### src/rtl/timer_regs_core_pkg.sv
// timer_regs_core_pkg
//   Shared register map, bit positions and type definitions for the
//   timer_regs_core peripheral and its tick generator.
//   Optional feature macro: TIMER_PRESCALER_EN (adds the PRESCALE register).
package timer_regs_core_pkg;

   // Register byte addresses
   localparam int unsigned P_ADDR_CONTROL  = 32'h00;
   localparam int unsigned P_ADDR_LOAD     = 32'h04;
   localparam int unsigned P_ADDR_STATUS   = 32'h08;
   localparam int unsigned P_ADDR_COUNT    = 32'h0C;
   localparam int unsigned P_ADDR_PRESCALE = 32'h10;

   // CONTROL bit positions
   localparam int unsigned P_BIT_START      = 0;
   localparam int unsigned P_BIT_RELOAD_EN  = 1;
   localparam int unsigned P_BIT_CLR_STATUS = 2;

   // STATUS bit positions
   localparam int unsigned P_BIT_EXPIRED = 0;

   // Width of the PRESCALE register and prescaler counter
   localparam int unsigned P_PRESCALE_WIDTH = 16;

   // Bus access kind
   typedef enum logic {
      KIND_WRITE = 1'b0,
      KIND_READ  = 1'b1
   } kind_s;

   // Counter FSM: IDLE while START=0, RUN while counting
   typedef enum logic {
      ST_IDLE = 1'b0,
      ST_RUN  = 1'b1
   } state_e;

endpackage

### src/rtl/timer_regs_core_tick.sv
// timer_tick_gen
//   Produces the count-enable tick for the timer down-counter.
//   With TIMER_PRESCALER_EN defined, tick asserts once every prescale+1
//   clocks while run is high; the divider restarts on restart.
//   Without the macro, tick is constant 1 (gated by the FSM in the top).
// Ports:
//   clk, rst  : core clock, asynchronous active-high reset
//   run       : counter FSM is in RUN
//   restart   : START 0->1 write accepted this cycle
//   prescale  : divider value (tick period = prescale+1 clocks)
//   tick      : count-enable
module timer_tick_gen
   import timer_regs_core_pkg::*;
(
   input  logic                        clk,
   input  logic                        rst,
   input  logic                        run,
   input  logic                        restart,
   input  logic [P_PRESCALE_WIDTH-1:0] prescale,
   output logic                        tick
);

`ifdef TIMER_PRESCALER_EN
   logic [P_PRESCALE_WIDTH-1:0] pcnt;

   // >= rather than == so a PRESCALE lowered mid-run cannot make the
   // divider wrap through its full range.
   assign tick = run && (pcnt >= prescale);

   always_ff @(posedge clk or posedge rst) begin
      if (rst) begin
         pcnt <= '0;
      end else if (restart) begin
         pcnt <= '0;
      end else if (run) begin
         if (pcnt >= prescale) pcnt <= '0;
         else                  pcnt <= pcnt + 1'b1;
      end
   end
`else
   logic unused_tick_inputs;
   assign unused_tick_inputs = ^{clk, rst, run, restart, prescale};
   assign tick = 1'b1;
`endif

endmodule

### src/rtl/timer_regs_core.sv
// timer_regs_core
//   Memory-mapped timer: single-beat register decode plus a 32-bit
//   down-counter with optional auto-reload and a sticky expiry flag.
//   Map: CONTROL 0x00 (RW), LOAD 0x04 (RW), STATUS 0x08 (RO),
//        COUNT 0x0C (RO), PRESCALE 0x10 (RW, only with TIMER_PRESCALER_EN).
// Ports:
//   clk, rst : core clock, asynchronous active-high reset
//   req      : access request (accepted whenever ready)
//   kind     : 0 = WRITE, 1 = READ
//   addr     : byte address
//   wdata    : write data
//   ready    : accepts req (low only during reset)
//   rdata    : read data, valid with rvalid, held otherwise
//   rvalid   : one-cycle read response strobe
//   err      : one-cycle strobe for access to an unmapped address
//   irq      : level, mirrors STATUS.expired
// Optional feature macro: TIMER_PRESCALER_EN
module timer_regs_core
   import timer_regs_core_pkg::*;
#(
   parameter int unsigned P_ADDR_WIDTH = 8,
   parameter int unsigned P_DATA_WIDTH = 32
) (
   input  logic                    clk,
   input  logic                    rst,
   input  logic                    req,
   input  logic                    kind,
   input  logic [P_ADDR_WIDTH-1:0] addr,
   input  logic [P_DATA_WIDTH-1:0] wdata,
   output logic                    ready,
   output logic [P_DATA_WIDTH-1:0] rdata,
   output logic                    rvalid,
   output logic                    err,
   output logic                    irq
);

   state_e                      state, state_n;
   logic                        reload_en, reload_en_n;
   logic                        expired, expired_n;
   logic [P_DATA_WIDTH-1:0]     load_q, load_n;
   logic [P_DATA_WIDTH-1:0]     count, count_n;
   logic [P_DATA_WIDTH-1:0]     rd_next;
   logic [P_PRESCALE_WIDTH-1:0] prescale;
`ifdef TIMER_PRESCALER_EN
   logic [P_PRESCALE_WIDTH-1:0] prescale_n;
`endif

   logic accept, is_wr, is_rd, mapped, restart, tick;
   logic sel_control, sel_load, sel_status, sel_count, sel_prescale;

   assign ready  = ~rst;
   assign irq    = expired;
   assign accept = req && ready;
   assign is_wr  = accept && (kind_s'(kind) == KIND_WRITE);
   assign is_rd  = accept && (kind_s'(kind) == KIND_READ);

   // Address decode
   assign sel_control = (addr == P_ADDR_WIDTH'(P_ADDR_CONTROL));
   assign sel_load    = (addr == P_ADDR_WIDTH'(P_ADDR_LOAD));
   assign sel_status  = (addr == P_ADDR_WIDTH'(P_ADDR_STATUS));
   assign sel_count   = (addr == P_ADDR_WIDTH'(P_ADDR_COUNT));
`ifdef TIMER_PRESCALER_EN
   assign sel_prescale = (addr == P_ADDR_WIDTH'(P_ADDR_PRESCALE));
`else
   assign sel_prescale = 1'b0;
   assign prescale     = '0;
`endif
   assign mapped = sel_control | sel_load | sel_status | sel_count | sel_prescale;

   assign restart = is_wr && sel_control && wdata[P_BIT_START] && (state == ST_IDLE);

   timer_tick_gen u_tick (
      .clk      (clk),
      .rst      (rst),
      .run      (state == ST_RUN),
      .restart  (restart),
      .prescale (prescale),
      .tick     (tick)
   );

   // Next-state: register writes first, then the counter tick.
   // CLR_STATUS is applied before the expiry so a coincident expiry wins.
   always_comb begin
      state_n     = state;
      reload_en_n = reload_en;
      expired_n   = expired;
      load_n      = load_q;
      count_n     = count;
`ifdef TIMER_PRESCALER_EN
      prescale_n  = prescale;
`endif

      if (is_wr) begin
         if (sel_control) begin
            reload_en_n = wdata[P_BIT_RELOAD_EN];
            if (wdata[P_BIT_CLR_STATUS]) expired_n = 1'b0;
            if (wdata[P_BIT_START]) begin
               if (state == ST_IDLE) begin
                  state_n = ST_RUN;
                  count_n = load_q;
               end
            end else begin
               state_n = ST_IDLE;
            end
         end else if (sel_load) begin
            load_n = wdata;
`ifdef TIMER_PRESCALER_EN
         end else if (sel_prescale) begin
            prescale_n = wdata[P_PRESCALE_WIDTH-1:0];
`endif
         end
      end

      // Counting only when already running and not stopped this edge.
      // count 0 (LOAD=0 start) expires like the 1->0 transition.
      if ((state == ST_RUN) && (state_n == ST_RUN) && tick) begin
         if (count <= P_DATA_WIDTH'(1)) begin
            expired_n = 1'b1;
            if (reload_en_n) begin
               count_n = load_q;
            end else begin
               count_n = '0;
               state_n = ST_IDLE;
            end
         end else begin
            count_n = count - 1'b1;
         end
      end
   end

   // Read data reflects the values after this edge's update
   always_comb begin
      rd_next = '0;
      if (sel_control) begin
         rd_next[P_BIT_START]     = (state_n == ST_RUN);
         rd_next[P_BIT_RELOAD_EN] = reload_en_n;
      end else if (sel_load) begin
         rd_next = load_n;
      end else if (sel_status) begin
         rd_next[P_BIT_EXPIRED] = expired_n;
      end else if (sel_count) begin
         rd_next = count_n;
`ifdef TIMER_PRESCALER_EN
      end else if (sel_prescale) begin
         rd_next[P_PRESCALE_WIDTH-1:0] = prescale_n;
`endif
      end
   end

   always_ff @(posedge clk or posedge rst) begin
      if (rst) begin
         state     <= ST_IDLE;
         reload_en <= 1'b0;
         expired   <= 1'b0;
         load_q    <= '0;
         count     <= '0;
         rdata     <= '0;
         rvalid    <= 1'b0;
         err       <= 1'b0;
      end else begin
         state     <= state_n;
         reload_en <= reload_en_n;
         expired   <= expired_n;
         load_q    <= load_n;
         count     <= count_n;
         rvalid    <= is_rd;
         err       <= accept && !mapped;
         if (is_rd) rdata <= rd_next;
      end
   end

`ifdef TIMER_PRESCALER_EN
   always_ff @(posedge clk or posedge rst) begin
      if (rst) prescale <= '0;
      else     prescale <= prescale_n;
   end
`endif

endmodule

### config.mk
export PLATFORM = sky130hd
export DESIGN_NAME = timer_regs_core
export DESIGN_NICKNAME = d
export VERILOG_FILES = /design/src/rtl/timer_regs_core_pkg.sv /design/src/rtl/timer_regs_core_tick.sv /design/src/rtl/timer_regs_core.sv
export SDC_FILE = /design/constraint.sdc
export NUM_CORES = 1
export LEC_CHECK = 0
export BUFFER_PORTS_ARGS = -buffer_cell sky130_fd_sc_hd__buf_2
export CORE_ASPECT_RATIO = 0.5
export CORE_MARGIN = 5
export CORE_UTILIZATION = 35
export DETAILED_ROUTE_END_ITERATION = 10
export GPL_ROUTABILITY_DRIVEN = 0
export PLACE_DENSITY_LB_ADDON = 0.12
export SLEW_MARGIN = 10
export SYNTH_ARGS = -nofsm -noshare
export SYNTH_HDL_FRONTEND = slang
export SYNTH_SLANG_ARGS = --single-unit
### constraint.sdc
create_clock -name clk -period 5 [get_ports clk]
set_input_delay 1 -clock clk [delete_from_list [all_inputs] [get_ports clk]]
set_output_delay 1 -clock clk [all_outputs]
set_load 0.005 [all_outputs]
# ---- Yosys cells after proc, flatten, opt, wreduce, memory -nomap -nowiden
# Cells that the tools add are included.
# W data, S select, Z words.
dict set report word_totals {
  reg_bits 101
  inputBits 44
  memories 0
  mem_bits_ro 0
  elab_cells 54
  ram_bits 0
  output_inout_bits 36
  latchBits 0
}
dict set report op_classes {
  mux 29
  addsub 1
  div 0
  n_bitwise 5
  n_lt_le_gt_ge 1
  mul 0
  shift 0
  eq_ne 3
  n_reduce_logical 7
}
# operator count
set ops {}
lappend ops {{$mux W32} 12}
lappend ops {{$le A32 B1 Y1 const B} 1}
lappend ops {{$sub A32 B1 Y32 const B} 1}
lappend ops {{$mux W31} 1}
lappend ops {{$mux W30} 1}
lappend ops {{$eq A8 B4 Y1 const B} 2}
lappend ops {{$mux W1} 14}
lappend ops {{$eq A8 B3 Y1 const B} 1}
lappend ops {{$logic_not A8 Y1} 1}
lappend ops {{$logic_and A1 B1 Y1} 5}
lappend ops {{$or A1 B1 Y1} 3}
lappend ops {{$mux W2} 1}
lappend ops {{$not A1 Y1} 2}
lappend ops {{$logic_not A1 Y1} 1}

# ---- Depth between registers and ports, before layout
dict set report depth {
  ltp_word 11
  mapped_depth 11
}

# ---- Modules after synthesis
# From an unflattened synthesis, not the netlist that was laid out.
dict set report unflattened {
  cells_unflattened 507
  area_unflattened_um2 5281.3
}
# module area_per_inst_um2 n_inst cells_each seq_area_each_um2
set modules_own_cells {}
lappend modules_own_cells {timer_regs_core 5270.1 1 505 2527.4}
lappend modules_own_cells {timer_tick_gen 11.3 1 2 0.0}

# ---- Worst setup path after synthesis
# No wires, ideal clock.
dict set report synth_path {
  path_kind {input to register}
  start {input rst}
  end {register rdata[18]}
  required_time_ns 4.935
  path_buffers 1
  path_slack_ns 0.119
  setup_ns 0.065
  arrival_time_ns 4.817
  stages 8
  cell_sequence {inv_1 nand3_1 inv_1 nand3_1 a21oi_1 clkbuf_1 a22o_1 a21o_1}
}
# element line
set synth_rtl {}
lappend synth_rtl {{start: declaration} timer_regs_core.sv:25} ;# input logic rst,
lappend synth_rtl {{$not A1 Y1} timer_regs_core.sv:51} ;# assign ready = ~rst;
lappend synth_rtl {{$logic_and A1 B1 Y1} timer_regs_core.sv:53} ;# assign accept = req && ready;
lappend synth_rtl {{$logic_and A1 B1 Y1} timer_regs_core.sv:55} ;# assign is_rd = accept && (kind_s'(kind) == KIND_READ);
lappend synth_rtl {{via is_rd} timer_regs_core.sv:48} ;# logic accept, is_wr, is_rd, mapped, restart, tick;
lappend synth_rtl {{end signal: assignment} timer_regs_core.sv:168} ;# if (is_rd) rdata <= rd_next;
lappend synth_rtl {{end: declaration} timer_regs_core.sv:31} ;# output logic [P_DATA_WIDTH-1:0] rdata,
# The timed path passes the listed nets, and every way through them passes these cells.
# A chain may end at the register's enable or synchronous reset.

# ---- Worst setup path in the final report
dict set report layout_path {
  start {input rst}
  end {register rdata[20]}
}
dict set report layout_between {
  elab_chain_cells 11
}
# element line
set layout_lines {}
lappend layout_lines {{$not A1 Y1 (*)} timer_regs_core.sv:51}
lappend layout_lines {{$logic_and A1 B1 Y1 (*)} timer_regs_core.sv:53}
lappend layout_lines {{$logic_and A1 B1 Y1} timer_regs_core.sv:54} ;# assign is_wr = accept && (kind_s'(kind) == KIND_WRITE);
lappend layout_lines {{$mux W1} timer_regs_core.sv:93} ;# if (is_wr) begin
lappend layout_lines {{$mux W32} timer_regs_core.sv:119} ;# if (reload_en_n) begin
lappend layout_lines {{$mux W32} timer_regs_core.sv:117} ;# if (count <= P_DATA_WIDTH'(1)) begin
lappend layout_lines {{$mux W32} timer_regs_core.sv:116} ;# if ((state == ST_RUN) && (state_n == ST_RUN) && tick) begin
lappend layout_lines {{$mux W32} timer_regs_core.sv:141} ;# end else if (sel_count) begin
lappend layout_lines {{$mux W31} timer_regs_core.sv:139} ;# end else if (sel_status) begin
lappend layout_lines {{$mux W32} timer_regs_core.sv:137} ;# end else if (sel_load) begin
lappend layout_lines {{$mux W30} timer_regs_core.sv:134} ;# if (sel_control) begin
# Every way passes the cells marked *; elsewhere a longest branch is shown, timed or not.

==> reports/results.ini <==
[status]
status=complete, no violations

[final_layout]
n_fill_cell=1558
diodes=0
drive_gt1_share_pct=26.3
multiInputGateArea_sq_mm=0.00266
areaGrowthSynthToFinish_pct=14.5
final_core_util_pct=40.7
final_nets=656
ff_latch_area_sq_mm=0.00253

[worst_setup_path]
critPathMaxStageDelay_ps=680
path_class=primary input to flop
setup.worst_path.start_class=primary input
path_cells=buf_2, nor4b_1, nand3_1, o21a_1, a31o_2, a32oi_1, a31oi_1, a22o_1
cp.arrival_ps=3950
reg2reg_depth=7
crit_path_top_delay_cell=nor4b_1
crit-reg2reg-launch=count[12]
cpLargestDelayFamily=compound AO/OA/AOI/OAI gates
worstSetupEndpointType=flop
required_ps=5230
reg2reg_setup_slack_ps=1630
timing.critical_path.buf_inv=1
r2r_end=rdata[15]
path_max_fanout=24

[timing]
slew-limit-headroom_pct=34.0
holdWs_ps=481
tns_ps=0
tightest_slew_ps=990
drv_slew=0
finalHoldViolations=0
finalSetupViolCount=0
period_needed_ps=3710
fmaxAchievable_mhz=269
rsz0062_at_grt=no
timing.final.crit_share_pct=74.3
finClkSkew_ps=12.8
fin_ws_ps=1290

[synth]
synth.most_common_cell=dfrtp_1
yosysTopAreaCell=dfrtp_1
ys_ff_latch=101
synth_fp_nets=590
syn-cell-area_sq_mm=0.00545
synth-main-ff-cell=dfrtp_1
synth_area_leaders=dfrtp_1 46%, mux2_2 6.8%, nand2_1 3.9%
netlist_instances=544
synth_warnings=0
syn_avg_cell_area_sq_um=10.0
async_flop_share_pct=100
synth_top_area_share_pct=46.4
ys_types=72
netlist_top_cells_count=101 x dfrtp_1, 56 x nand2_1, 37 x nor2_1
yosysSeqAreaShare_pct=46.4
synth-edff-count=0

[detailed_routing]
vias=4639
viasPerCell=5.66
dr.pass1.iters=7
wl_mm=16.5
drcViolationCount=0
antenna_left=0
drtIter0Drc=410
wire_per_inst_um=20.2

[run]
maxCapViolCount=0

[die]
initial_core_util_pct=35.5
rows=32
die_y_um=98.2
core_sq_mm=0.0153
die_w_um=186
dieArea_sq_mm=0.0183
ios=80

[clock_tree]
ctsHoldBuffers=0
root_buffer=clkbuf_16
cts_resized=0
clk_pin_slew_ps=70
cts_buffers=9
cts_htree_levels=3
cts_setup_buffers=0
insertion_delay_ps=350
clock_sinks=101
tritoncts=yes
cts_max_path_buffers=2

[worst_hold_path]
hold_start=rdata[24]
hold_path_class=flop to flop
min_path_cells=2
hold_end=rdata[24]

[pwr]
ir_drop_mv=0.145
leakage_nw=3.11
p_per_area_mw_per_mm2=267

[global_routing]
grt_pass1_wl_mm=26.6
grt_max_degree=53
antenna_found_initial=0
grt_overflow=0
grt_pass1_vias=4588
grt_use_total_pct=17.9

[placed_design]
dp_worst_setup_slack_ps=994
dp_hpwl_mm=11.2
numPortBuffers=79

## cell type report
cell class	count	share of cell area (%)
Multi-Input combinational cell	399	42.7
Clock inverter	6	0.822
Clock buffer	10	3.67
Inverter	9	0.581
Timing Repair Buffer	90	7.66
Tap cell	204	4.09
Sequential cell	101	40.5
## logic make-up after synthesis
logic type	share of synthesized area, %
adders and majority gates	0.459
xor gates and xnor gates	0.804
and+or+nand+nor	17.7
buffers and inverters	4.87
muxes	8.86
DFF	46.4
AOI/OAI and AO/OA	20.9
## through the flow
stage / std cells / cell area (sq um) / total power, mW
2_1_floorplan: 544 / 5450 / 0.952
3_3_place_gp: 803 / 5960 / 0.996
3_5_place_dp: 803 / 5960 / 0.997
4_1_cts: 819 / 6240 / 1.68
5_1_grt: 819 / 6240 / 1.74
6_report: 819 / 6240 / 1.66
## layout by cell type (no fill, tap or decap), types with 5 or more instances in the layout
cell | netlist | routed
a22oi_1 | 12 | 12
nor4_1 | 9 | 9
mux2i_1 | 10 | 10
a22o_1 | 7 | 7
o21ai_1 | 11 | 11
nand4_1 | 6 | 6
o32ai_1 | 5 | 5
nand2_1 | 56 | 56
nor2_1 | 37 | 37
o211ai_1 | 5 | 5
clkbuf_16 | 0 | 9
inv_1 | 8 | 7
a211oi_1 | 6 | 6
and3_1 | 8 | 8
nor3_1 | 14 | 14
o21ai_0 | 30 | 30
or3_1 | 6 | 6
buf_4 | 0 | 11
dfrtp_1 | 101 | 101
nand3_1 | 15 | 15
buf_2 | 7 | 79
mux2_2 | 33 | 33
or4_1 | 8 | 8
a31oi_1 | 18 | 18
a21oi_1 | 12 | 12
o31ai_1 | 5 | 5
a21o_1 | 17 | 17
## report_power, final
group | switching [mW] | internal, mW | leakage (nW) | total [mW]
combinational | 0.102 | 0.0478 | 1.57 | 0.150
clock | 0.337 | 0.347 | 0.134 | 0.684
sequential | 0.00764 | 0.823 | 1.40 | 0.831
total | 0.447 | 1.22 | 3.11 | 1.66
## worst max path at each step
stage	start	endpoint	slack, ps	cells past startpoint
4_1_cts	rst	rdata[20]	1370	8
2_1_floorplan	rst	rdata[18]	120	8
6_report	rst	rdata[20]	1290	8
5_1_grt	addr[2]	rdata[20]	1120	8
3_3_place_gp	rst	rdata[20]	1110	8
3_5_place_dp	rst	rdata[20]	990	8
## worst register-to-register path, cell delays in order (launching register included)
cell     delay [ps]
dfrtp_1         420
nor4_1          580
nand4_1         510
or4_4           850
nand2_2         320
o21ai_0         160
a22oi_1         300
o21ai_0         120
## per-layer routing
| layer | track usage, % | routed length [um] |
|---|---|---|
| met1 | 29.2 | 8810 |
| met2 | 24.0 | 6470 |
| met3 | 4.04 | 1140 |
| met4 | 3.13 | 116 |
| met5 | 0 | 0 |
## flip-flops by register name, indices dropped and copies added, names as in the netlist
name and cells:
count 32, rdata 32, rvalid 1, reload_en 1, state 1, err 1
load_q 32, irq 1
Note: power is estimated with default switching activity, not from simulation.
